**src/rtl/vdma_triple_buffer_ctl_pkg.sv**
```systemverilog
// -----------------------------------------------------------------------------
// vdma_triple_buffer_ctl_pkg
// Shared definitions for the triple-buffer frame scheduler:
//   - SLOT_W      : width of a slot number (slots 0..2)
//   - state_t     : scheduler states IDLE / READY / COMMIT
//   - third_slot  : the slot that is neither a nor b (3 - a - b)
// -----------------------------------------------------------------------------
package vdma_triple_buffer_ctl_pkg;

    localparam int SLOT_W = 2;

    typedef logic [SLOT_W-1:0] slot_t;

    typedef enum logic [1:0] {
        ST_IDLE   = 2'd0,
        ST_READY  = 2'd1,
        ST_COMMIT = 2'd2
    } state_t;

    // With three slots whose numbers sum to 3, the remaining slot is 3-a-b.
    function automatic slot_t third_slot(input slot_t a, input slot_t b);
        return slot_t'(2'd3 - a - b);
    endfunction

endpackage : vdma_triple_buffer_ctl_pkg

```
**src/rtl/vdma_triple_buffer_ctl.sv**
```systemverilog
// -----------------------------------------------------------------------------
// vdma_triple_buffer_ctl
// Rotates three frame buffers between a frame writer and a read VDMA so the
// writer never touches the buffer on display. Completed frames are handed to
// the VDMA through rd_addr / rd_update; the VDMA frame-index toggle confirms
// that the new buffer has been picked up.
//
// Ports:
//   aclk, aresetn        clock, asynchronous active-low reset
//   enable               gates wr_frame_end and the start of new commits
//   base_addr            byte address of buffer 0
//   frame_size           byte stride between buffers
//   wr_frame_end         writer finished its frame (one-cycle pulse)
//   wr_addr              address of the current write buffer (combinational)
//   rd_addr, rd_update   VDMA param_addr / ctl_update
//   rd_index             VDMA ctl_index (bit 0 used)
//   wr_buf/rd_buf/new_buf slot numbers in the W / R / N roles
//   state                0 IDLE, 1 READY, 2 COMMIT
//   drop_count           saturating count of discarded frames
// -----------------------------------------------------------------------------
module vdma_triple_buffer_ctl
    import vdma_triple_buffer_ctl_pkg::*;
#(
    parameter int AXI4_ADDR_WIDTH = 32,
    parameter int INDEX_WIDTH     = 8,
    parameter int DROP_WIDTH      = 16
) (
    input  logic                       aclk,
    input  logic                       aresetn,
    input  logic                       enable,
    input  logic [AXI4_ADDR_WIDTH-1:0] base_addr,
    input  logic [AXI4_ADDR_WIDTH-1:0] frame_size,
    input  logic                       wr_frame_end,
    output logic [AXI4_ADDR_WIDTH-1:0] wr_addr,
    output logic [AXI4_ADDR_WIDTH-1:0] rd_addr,
    output logic                       rd_update,
    input  logic [INDEX_WIDTH-1:0]     rd_index,
    output logic [1:0]                 wr_buf,
    output logic [1:0]                 rd_buf,
    output logic [1:0]                 new_buf,
    output logic [1:0]                 state,
    output logic [DROP_WIDTH-1:0]      drop_count
);

    // Byte address of a slot; the sum wraps naturally at the address width.
    function automatic logic [AXI4_ADDR_WIDTH-1:0] slot_addr(
        input slot_t                      k,
        input logic [AXI4_ADDR_WIDTH-1:0] base,
        input logic [AXI4_ADDR_WIDTH-1:0] stride
    );
        logic [AXI4_ADDR_WIDTH-1:0] offs;
        case (k)
            2'd1:    offs = stride;
            2'd2:    offs = stride << 1;
            default: offs = '0;
        endcase
        return base + offs;
    endfunction

    slot_t                      w_q, w_d;
    slot_t                      r_q, r_d;
    slot_t                      n_q, n_d;
    state_t                     state_q, state_d;
    logic                       rd_update_q, rd_update_d;
    logic [AXI4_ADDR_WIDTH-1:0] rd_addr_q, rd_addr_d;
    logic                       prev_idx_q;
    logic [DROP_WIDTH-1:0]      drop_q, drop_d;

    logic tgl;
    logic frame_evt;
    logic drop_inc;

    assign tgl       = rd_index[0] != prev_idx_q;
    assign frame_evt = enable & wr_frame_end;

    always_ff @(posedge aclk or negedge aresetn) begin
        if (!aresetn) begin
            w_q         <= 2'd0;
            r_q         <= 2'd1;
            n_q         <= 2'd2;
            state_q     <= ST_IDLE;
            rd_update_q <= 1'b0;
            rd_addr_q   <= '0;
            prev_idx_q  <= 1'b0;
            drop_q      <= '0;
        end else begin
            w_q         <= w_d;
            r_q         <= r_d;
            n_q         <= n_d;
            state_q     <= state_d;
            rd_update_q <= rd_update_d;
            rd_addr_q   <= rd_addr_d;
            prev_idx_q  <= rd_index[0];
            drop_q      <= drop_d;
        end
    end

    always_comb begin
        w_d         = w_q;
        r_d         = r_q;
        n_d         = n_q;
        state_d     = state_q;
        rd_update_d = rd_update_q;
        rd_addr_d   = rd_addr_q;
        drop_inc    = 1'b0;

        case (state_q)
            ST_IDLE: begin
                if (frame_evt) begin
                    n_d     = w_q;
                    w_d     = third_slot(w_q, r_q);
                    state_d = ST_READY;
                end
            end
            ST_READY: begin
                if (frame_evt) begin
                    // Newer frame replaces the pending one; writer reuses the
                    // slot that held the discarded frame.
                    n_d      = w_q;
                    w_d      = n_q;
                    drop_inc = 1'b1;
                end else if (enable) begin
                    rd_addr_d   = slot_addr(n_q, base_addr, frame_size);
                    rd_update_d = 1'b1;
                    state_d     = ST_COMMIT;
                end
            end
            ST_COMMIT: begin
                // Completion on the toggle is not gated by enable.
                if (tgl) begin
                    r_d         = n_q;
                    rd_update_d = 1'b0;
                    if (frame_evt) begin
                        // Toggle first, then the IDLE hand-off: the freed
                        // slot is the old R.
                        n_d     = w_q;
                        w_d     = r_q;
                        state_d = ST_READY;
                    end else begin
                        state_d = ST_IDLE;
                    end
                end else if (frame_evt) begin
                    // No free slot: the writer overwrites its own buffer.
                    drop_inc = 1'b1;
                end
            end
            default: begin
                state_d     = ST_IDLE;
                rd_update_d = 1'b0;
            end
        endcase

        drop_d = drop_q;
        if (drop_inc && (drop_q != {DROP_WIDTH{1'b1}}))
            drop_d = drop_q + 1'b1;
    end

    assign wr_addr    = slot_addr(w_q, base_addr, frame_size);
    assign rd_addr    = rd_addr_q;
    assign rd_update  = rd_update_q;
    assign wr_buf     = w_q;
    assign rd_buf     = r_q;
    assign new_buf    = n_q;
    assign state      = state_q;
    assign drop_count = drop_q;

endmodule : vdma_triple_buffer_ctl
```
**config.mk**
```make
export PLATFORM = sky130hd
export DESIGN_NAME = vdma_triple_buffer_ctl
export DESIGN_NICKNAME = d
export VERILOG_FILES = /design/src/rtl/vdma_triple_buffer_ctl_pkg.sv /design/src/rtl/vdma_triple_buffer_ctl.sv
export SDC_FILE = /design/constraint.sdc
export NUM_CORES = 1
export LEC_CHECK = 0
export ABC_AREA = 1
export ABC_CLOCK_PERIOD_IN_PS = 3950
export CAP_MARGIN = 40
export CORE_MARGIN = 8
export CORE_UTILIZATION = 53
export DETAILED_ROUTE_END_ITERATION = 12
export PLACE_DENSITY = 0.95
export SLEW_MARGIN = 25
export SYNTH_ARGS = -nofsm -noshare
export SYNTH_HDL_FRONTEND = slang
export SYNTH_SLANG_ARGS = --single-unit
export TNS_END_PERCENT = 5
```
**constraint.sdc**
```tcl
create_clock -name aclk -period 3.95 [get_ports aclk]
set_clock_uncertainty 0.2 [all_clocks]
set_input_delay 0.395 -clock aclk [delete_from_list [all_inputs] [get_ports aclk]]
set_output_delay 0.395 -clock aclk [all_outputs]
set_load 0.01 [all_outputs]
```
==> results of run 1 <==
logic make-up after synthesis:
| logic type | synth area share, % |
|---|---|
| xor+xnor | 5.89 |
| flops | 18.9 |
| fa+ha+maj | 12.2 |
| buf+inv | 11.1 |
| compound gates | 13.2 |
| simple gates | 38.6 |
final cells by class:
cell class,instances,area (sq um),share of cell area (%)
repair buffers,170,1710,17.2
multi-input cells,1036,5480,55.1
clock buffers,12,256,2.58
inverters,205,769,7.73
flip-flops and latches,58,1450,14.6
well taps,184,230,2.31
clock inverters,4,50.0,0.503
synth_stat cells, drive strengths merged:
cell	instances	share of area, %
o21bai	5	0.49
a21o	3	0.29
or2	4	0.33
ha	72	12
nor2	105	5.4
nor3	19	1.4
nand3b	5	0.49
o211ai	3	0.42
clkbuf	16	0.78
o21ai	46	3.0
dfstp	2	0.68
inv	205	10
a21oi	91	5.9
o31ai	1	0.098
buf	5	0.36
a22oi	1	0.098
nand4	11	0.90
nor4	2	0.16
xnor2	19	2.4
nand2	496	24
and2	1	0.081
fa	2	0.52
xor2	31	3.5
o22ai	33	2.7
dfrtp	56	18
o21a	2	0.20
nand3	84	5.5
metal layers:
layer	vias to the layer above	share of wire [%]	track usage, %	wire, microns
met5	-	0	0	0
met4	0	3.7	9.76	956
met3	76	7.8	5.17	2010
met2	410	48	47.4	12300
met1	4043	41	32.8	10500
li1	4535	-	-	-
registers in the layout, indices dropped and copies added, names as in the netlist:
register	cells
drop_count	16
new_buf	2
prev_idx_q	1
rd_addr	32
rd_buf	2
rd_update	1
state	2
wr_buf	2
power by group through the flow:
stage                     Combinational (uW)  Sequential (uW)  Clock (uW)
after global placement                  5530              998           0
after detailed placement                5640             1010           0
after floorplan                         3400             1080           0
after global routing                    6450             1030         824
final                                   5870             1010         788
after CTS                               5690             1000         795
worst reg2reg max path, stage by stage (launching register included):
cell and delay, ps:
dfstp_2 580, inv_1 90, ha_1 370, buf_4 290, nand2_1 80, a21oi_1 70, ha_1 390, nand2_1 140
nor2_1 290, and2_1 180, nand2_1 70, nand2_1 190, nand2_1 110, nand2_1 70, nand2_1 40, nand3_1 60
nand2_1 50
worst max-delay path by stage:
stage / cells past startpoint / startpoint / end / slack [ps]
floorplan: 18 / wr_buf[0] / wr_addr[30] / 730
global placement: 16 / wr_buf[0] / wr_addr[19] / 150
detailed placement: 18 / wr_buf[0] / wr_addr[30] / 70
CTS: 17 / wr_buf[1] / wr_addr[30] / -110
global route: 19 / wr_buf[0] / wr_addr[30] / -370
finish: 14 / wr_buf[1] / wr_addr[18] / -170
through the flow:
step,setup slack (ps),hold WS (ps),instances,cell area [sq um]
finish,-167,276,1669,9950
global route,-366,302,1669,9950
CTS,-110,282,1666,9830
detailed placement,65.4,214,1648,9480
global placement,153,207,1648,9480
floorplan,726,-101,1320,7690
timing repair:
item	4_1_cts	5_1_grt
pin swaps	0	3
hold buffers	1	0
setup buffers	1	2
setup endpoints to repair	24	22
hold endpoints to repair	24	0
resized for setup	18	27
gates cloned	0	1
==> flow_metrics.tcl, run 1 <==
set metrics [dict create \
    synth_area_per_cell_sq_um 5.82 \
    die_x_microns 136 \
    finalPower_uw 7660 \
    dr.pass1.iters 5 \
    cts_made_buffers 9 \
    coreArea_sq_mm 0.0144 \
    first_iter_violations 717 \
    grt_pass1_vias 8492 \
    clk_latency_ps 330 \
    outcome "finished with violations" \
    synth_cells 1320 \
    ir_drop_uv 427 \
    via_count 9064 \
    port_buffers 157 \
    diodes 0 \
    fp-row-count 44 \
    end_kind "primary output" \
    die_h_microns 136 \
    netlist-cell-type-count 40 \
    worst_slew_pin_slew_ps 712 \
    routabilityCongestion 1.02 \
    period_minus_slack_ps 4120 \
    cp_slowest_cell "clkdlybuf4s50_1" \
    clockBufferDepth 2 \
    drt-total-wl_mm 25.8 \
    r2r-end "rd_addr[23]" \
    drc 0 \
    area_growth_syn_to_layout_pct 29.5 \
    yosysWarnings 0 \
    slew_headroom_pct 52.5 \
    rsz0062_at_grt "yes" \
    clkTransAtPathRegs_ps 50 \
    cp_cell_sequence "ha_1 > inv_1 > nand2_2 > clkbuf_16 > o22ai_1 > ha_1 > a21oi_1 > o21ai_0 > nand2_1 > nand2_1 > nand2_1 > nand3_1 > xor2_1 > clkdlybuf4s50_1" \
    p_int_uw 3770 \
    final_common_cell "nand2_1" \
    switching_share_pct 50.8 \
    clock_sinks 58 \
    start_kind "register" \
    sequentialPowerShare_pct 13.1 \
    violations "negative setup slack" \
    ys_seq_area_share_pct 18.9 \
    fin_nets 1630 \
    dp_hpwl_mm 20.9 \
    period_share_pct 104 \
    antenna_found_initial 0 \
    ios 165 \
    setup_violations 13 \
    routedWlPerCell_microns 15.4 \
    track_usage_pct 27.3 \
    cpPeakStageDelay_ps 570 \
    hold_class "reg -> reg" \
    synth_nets 1470 \
    min_to "rd_addr[31]" \
    utilization_pct 69.3 \
    cts_max_level 3 \
    via_per_inst 5.43 \
    postRouteAntennaNets 0 \
    n_fill_cell 1310 \
    grt_pass1_wl_mm 41.3 \
    final_cell_mix "nand2_1 (487), inv_1 (203), clkdlybuf4s50_1 (147)" \
    critical_path_class "reg -> out" \
    crit_fanout 16 \
    start_util_pct 53.5 \
    crit_buf_inv 3 \
    finalMaxSlewViolations 0 \
    p_per_area_mw_per_mm2 770 \
    crit_required_ps 3360 \
    synth_area_sq_mm 0.00769 \
    cts_tree "done" \
    combPwrFrac_pct 76.6 \
    synth_seq_cells 58 \
    drv_cap 0 \
    die_area_sq_mm 0.0186 \
    r2r_slack_ps 570 \
    arrival_ps 3520 \
    netSwitchingPower_uw 3890 \
    drive_gt1_share_pct 5.12 \
    cpLargestDelayFamily "buffers and inverters" \
    cts_root_buffer "clkbuf_16" \
    reg2regPathDepth 16 \
    min_from "rd_addr[31]" \
    grt_max_degree 47 \
    clock.fmax_mhz 243 \
    grt.overflow.total 0 \
    setup_slack_ps -167 \
    tns_ps -1320 \
    finalHoldViolations 0 \
    clock_power_share_pct 10.3 \
    cpMostUsedCell "nand2_1" \
    regToRegStartpoint "new_buf[1]" \
    leakagePower_uw 0.00529 \
    hold_path_depth 2 \
]
Note: power is estimated with default switching activity, not from simulation.
==> run 2, diff against run 1 <==
--- a/config.mk
+++ b/config.mk
@@ -6,9 +6,8 @@
 export NUM_CORES = 1
 export LEC_CHECK = 0
-export ABC_AREA = 1
 export ABC_CLOCK_PERIOD_IN_PS = 3950
 export CAP_MARGIN = 40
 export CORE_MARGIN = 8
-export CORE_UTILIZATION = 53
+export CORE_UTILIZATION = 51
 export DETAILED_ROUTE_END_ITERATION = 12
 export PLACE_DENSITY = 0.95
==> constraint.sdc (replaced) <==
create_clock -name aclk -period 3.95 [get_ports aclk]
set_clock_uncertainty 0.2 [all_clocks]
set_input_delay 0.79 -clock aclk [delete_from_list [all_inputs] [get_ports aclk]]
set_output_delay 0.79 -clock aclk [all_outputs]
set_load 0.01 [all_outputs]
==> run 2 against run 1 <==
The run still ends with negative setup slack left. Combinational power rose by 21%. Area after synthesis decreased by 16%. Final cell count shrank 21%. Critical path type unchanged. Largest power group unchanged.
==> flow_metrics.tcl, run 2 <==
set metrics [dict create \
    grt_max_degree 36 \
    netlist-cell-type-count 69 \
    clkTransAtPathRegs_ps 50 \
    synth.most_common_cell "nand2_1" \
    ys_seq_area_share_pct 22.6 \
    leakagePower_uw 0.00491 \
    synth_top_area_cell "dfrtp_1" \
    cp_slowest_cell "dfrtp_2" \
    synth_area_sq_mm 0.00644 \
    synthTopCellsByArea "dfrtp_1 (22%), ha_1 (14%), xnor2_1 (5.4%), nand2_1 (4.9%), o21ai_0 (4.8%)" \
    dr.pass1.iters 7 \
    netlist.area_leader.share_pct 21.8 \
    drc 0 \
    area_growth_syn_to_layout_pct 61.0 \
    clock_power_share_pct 7.7 \
    sequentialPowerShare_pct 11.2 \
    rsz0062_at_grt "yes" \
    critical_path_class "reg -> out" \
    slew_headroom_pct 65.8 \
    p_int_uw 4600 \
    synth_nets 953 \
    die_x_microns 128 \
    ir_drop_uv 599 \
    synth-edff-count 0 \
    setup_violations 31 \
    grt.overflow.total 0 \
    postRouteAntennaNets 0 \
    clk_latency_ps 330 \
    crit_fanout 10 \
    utilization_pct 83.2 \
    period_minus_slack_ps 4780 \
    netSwitchingPower_uw 4190 \
    coreArea_sq_mm 0.0125 \
    violations "negative setup slack" \
    holdWs_ps 234 \
    cp-startpoint "wr_buf[1]" \
    fin_nets 1302 \
    routabilityCongestion 1.02 \
    crit_required_ps 2960 \
    p_per_area_mw_per_mm2 848 \
    ys.flop_type "dfrtp_1" \
    grt_pass1_wl_mm 43.2 \
    start_util_pct 51.7 \
    clock.fmax_mhz 209 \
    period_share_pct 121 \
    via_per_inst 6.71 \
    cpPeakStageDelay_ps 440 \
    clock_sinks 58 \
    diodes 0 \
    via_count 8893 \
    track_usage_pct 32.5 \
    synth_seq_cells 58 \
    yosysWarnings 0 \
    die_h_microns 128 \
    routedWlPerCell_microns 23.4 \
    first_iter_violations 1207 \
    cp_cell_sequence "ha_4 > nor2b_4 > buf_12 > a22o_1 > ha_1 > a21o_1 > a21oi_2 > o211ai_1 > nand4b_1 > a2111oi_2 > buf_4 > o21ai_2 > mux2_4 > o311ai_4 > buf_2" \
    antenna_found_initial 0 \
    combPwrFrac_pct 81.0 \
    seq_area_sq_mm 0.00146 \
    n_fill_cell 624 \
    cts_made_buffers 9 \
    r2r_slack_ps -230 \
    port_buffers 157 \
    arrival_ps 3790 \
    tns_ps -14150 \
    dp_hpwl_mm 19.2 \
    r2r-end "rd_addr[30]" \
    crit_end "wr_addr[31]" \
    setup_slack_ps -828 \
    drt-total-wl_mm 31.0 \
    synth_cells 803 \
    finalHoldViolations 0 \
    worst_slew_pin_slew_ps 513 \
    grt_pass1_vias 8645 \
    reg2regPathDepth 16 \
    drv_cap 0 \
    cts_root_buffer "clkbuf_16" \
    fp-row-count 41 \
    drive_gt1_share_pct 29.3 \
    cts_tree "done" \
    multiInputGateArea_sq_mm 0.00518 \
    synth_commonest_cells "nand2_1 (84), ha_1 (72), o21ai_0 (62), a21oi_1 (58), dfrtp_1 (56)" \
    final_cell_mix "buf_4 (211), clkdlybuf4s50_1 (125), nand2_1 (82)" \
    ys_async_sr_fraction_pct 100 \
    die_area_sq_mm 0.0165 \
    outcome "finished with violations" \
    end_kind "primary output" \
    ios 165 \
    clockBufferDepth 2 \
    synth_area_per_cell_sq_um 8.02 \
    cts_max_level 3 \
    finalMaxSlewViolations 0 \
    start_kind "register" \
    switching_share_pct 47.6 \
    final_common_cell "buf_4" \
    hold_class "in -> async" \
    largest_reg_flops 32 \
    regToRegStartpoint "new_buf[0]" \
]
[run 2: changes by cell type in the layout (fill, tap and decap cells not counted), moves of 31 or more]
| cell | previous run | this run |
|---|---|---|
| nand2_1 | 487 | 82 |
| inv_1 | 203 | 20 |
| nor2_1 | 97 | 53 |
| o22ai_1 | 32 | 1 |
| a21oi_1 | 81 | 43 |
| a22oi_1 | 1 | 34 |
| buf_4 | 9 | 211 |
| nand3_1 | 83 | 20 |
[run 2: power groups by stage]
stage | clock [uW] | sequential, uW | combinational (uW)
finish | 681 | 988 | 7120
global route | 714 | 1010 | 7510
CTS | 688 | 985 | 6350
detailed placement | 0 | 992 | 6270
global placement | 0 | 975 | 6000
floorplan | 0 | 1060 | 3270
[run 2: how the worst min path moves through the flow]
stage,end,depth (start not counted),from,slack [ps]
2_1_floorplan,drop_count[0],0,aresetn,290
3_3_place_gp,rd_addr[14],2,rd_addr[14],260
3_5_place_dp,rd_addr[0],2,rd_addr[0],270
4_1_cts,rd_buf[1],1,aresetn,250
5_1_grt,rd_buf[1],1,aresetn,260
6_report,wr_buf[1],1,aresetn,230
[run 2: per-layer routing]
metal	GRT usage [%]	part of all wire, %	vias up
li1	-	-	3720
met5	0	0	-
met1	36.1	34	4060
met3	6.79	12	304
met2	54.5	45	809
met4	23.9	8.9	0
[run 2: per-stage QoR]
| step | setup WS [ps] | cell area, sq um | instances | power [uW] |
|---|---|---|---|---|
| 3_3_place_gp | -969 | 9740 | 1299 | 6980 |
| 4_1_cts | -674 | 10200 | 1322 | 8020 |
| 6_report | -828 | 10400 | 1326 | 8790 |
| 2_1_floorplan | -32.5 | 6550 | 803 | 4330 |
| 3_5_place_dp | -1110 | 9740 | 1299 | 7260 |
| 5_1_grt | -1040 | 10400 | 1326 | 9240 |
[run 2: repair_timing]
action                     4_1_cts  5_1_grt
gates resized for setup        137       39
setup endpoints to repair       30       42
gates cloned                     1        0
pin swaps                       29       20
hold buffers                     0        0
buffers inserted                 9        5
[run 2: final cells by class]
class / instances / area share, %
Timing Repair Buffer: 376 / 30.6
Sequential cell: 58 / 14.0
Clock buffer: 13 / 2.51
Multi-Input combinational cell: 685 / 50.0
Tap cell: 172 / 2.08
Inverter: 22 / 0.796
[run 2: critical path, delay by kind of cell, from the launching register on]
family / cells / cell delay (ps)
multiplexers: 1 / 320
flip-flops: 1 / 440
AO/OA/AOI/OAI: 7 / 1300
buffers and inverters: 3 / 530
AND/OR/NAND/NOR: 2 / 250
adder cells (fa/ha/maj): 2 / 620
[run 2: kinds of logic after synthesis]
family	count (synthesis)	share of synthesized area, %
simple gates	239	17.8
buf+inv	60	3.52
xor+xnor	67	9.11
flops	58	22.6
fa+ha+maj	74	14.6
compound gates	302	31.9
mux	3	0.505
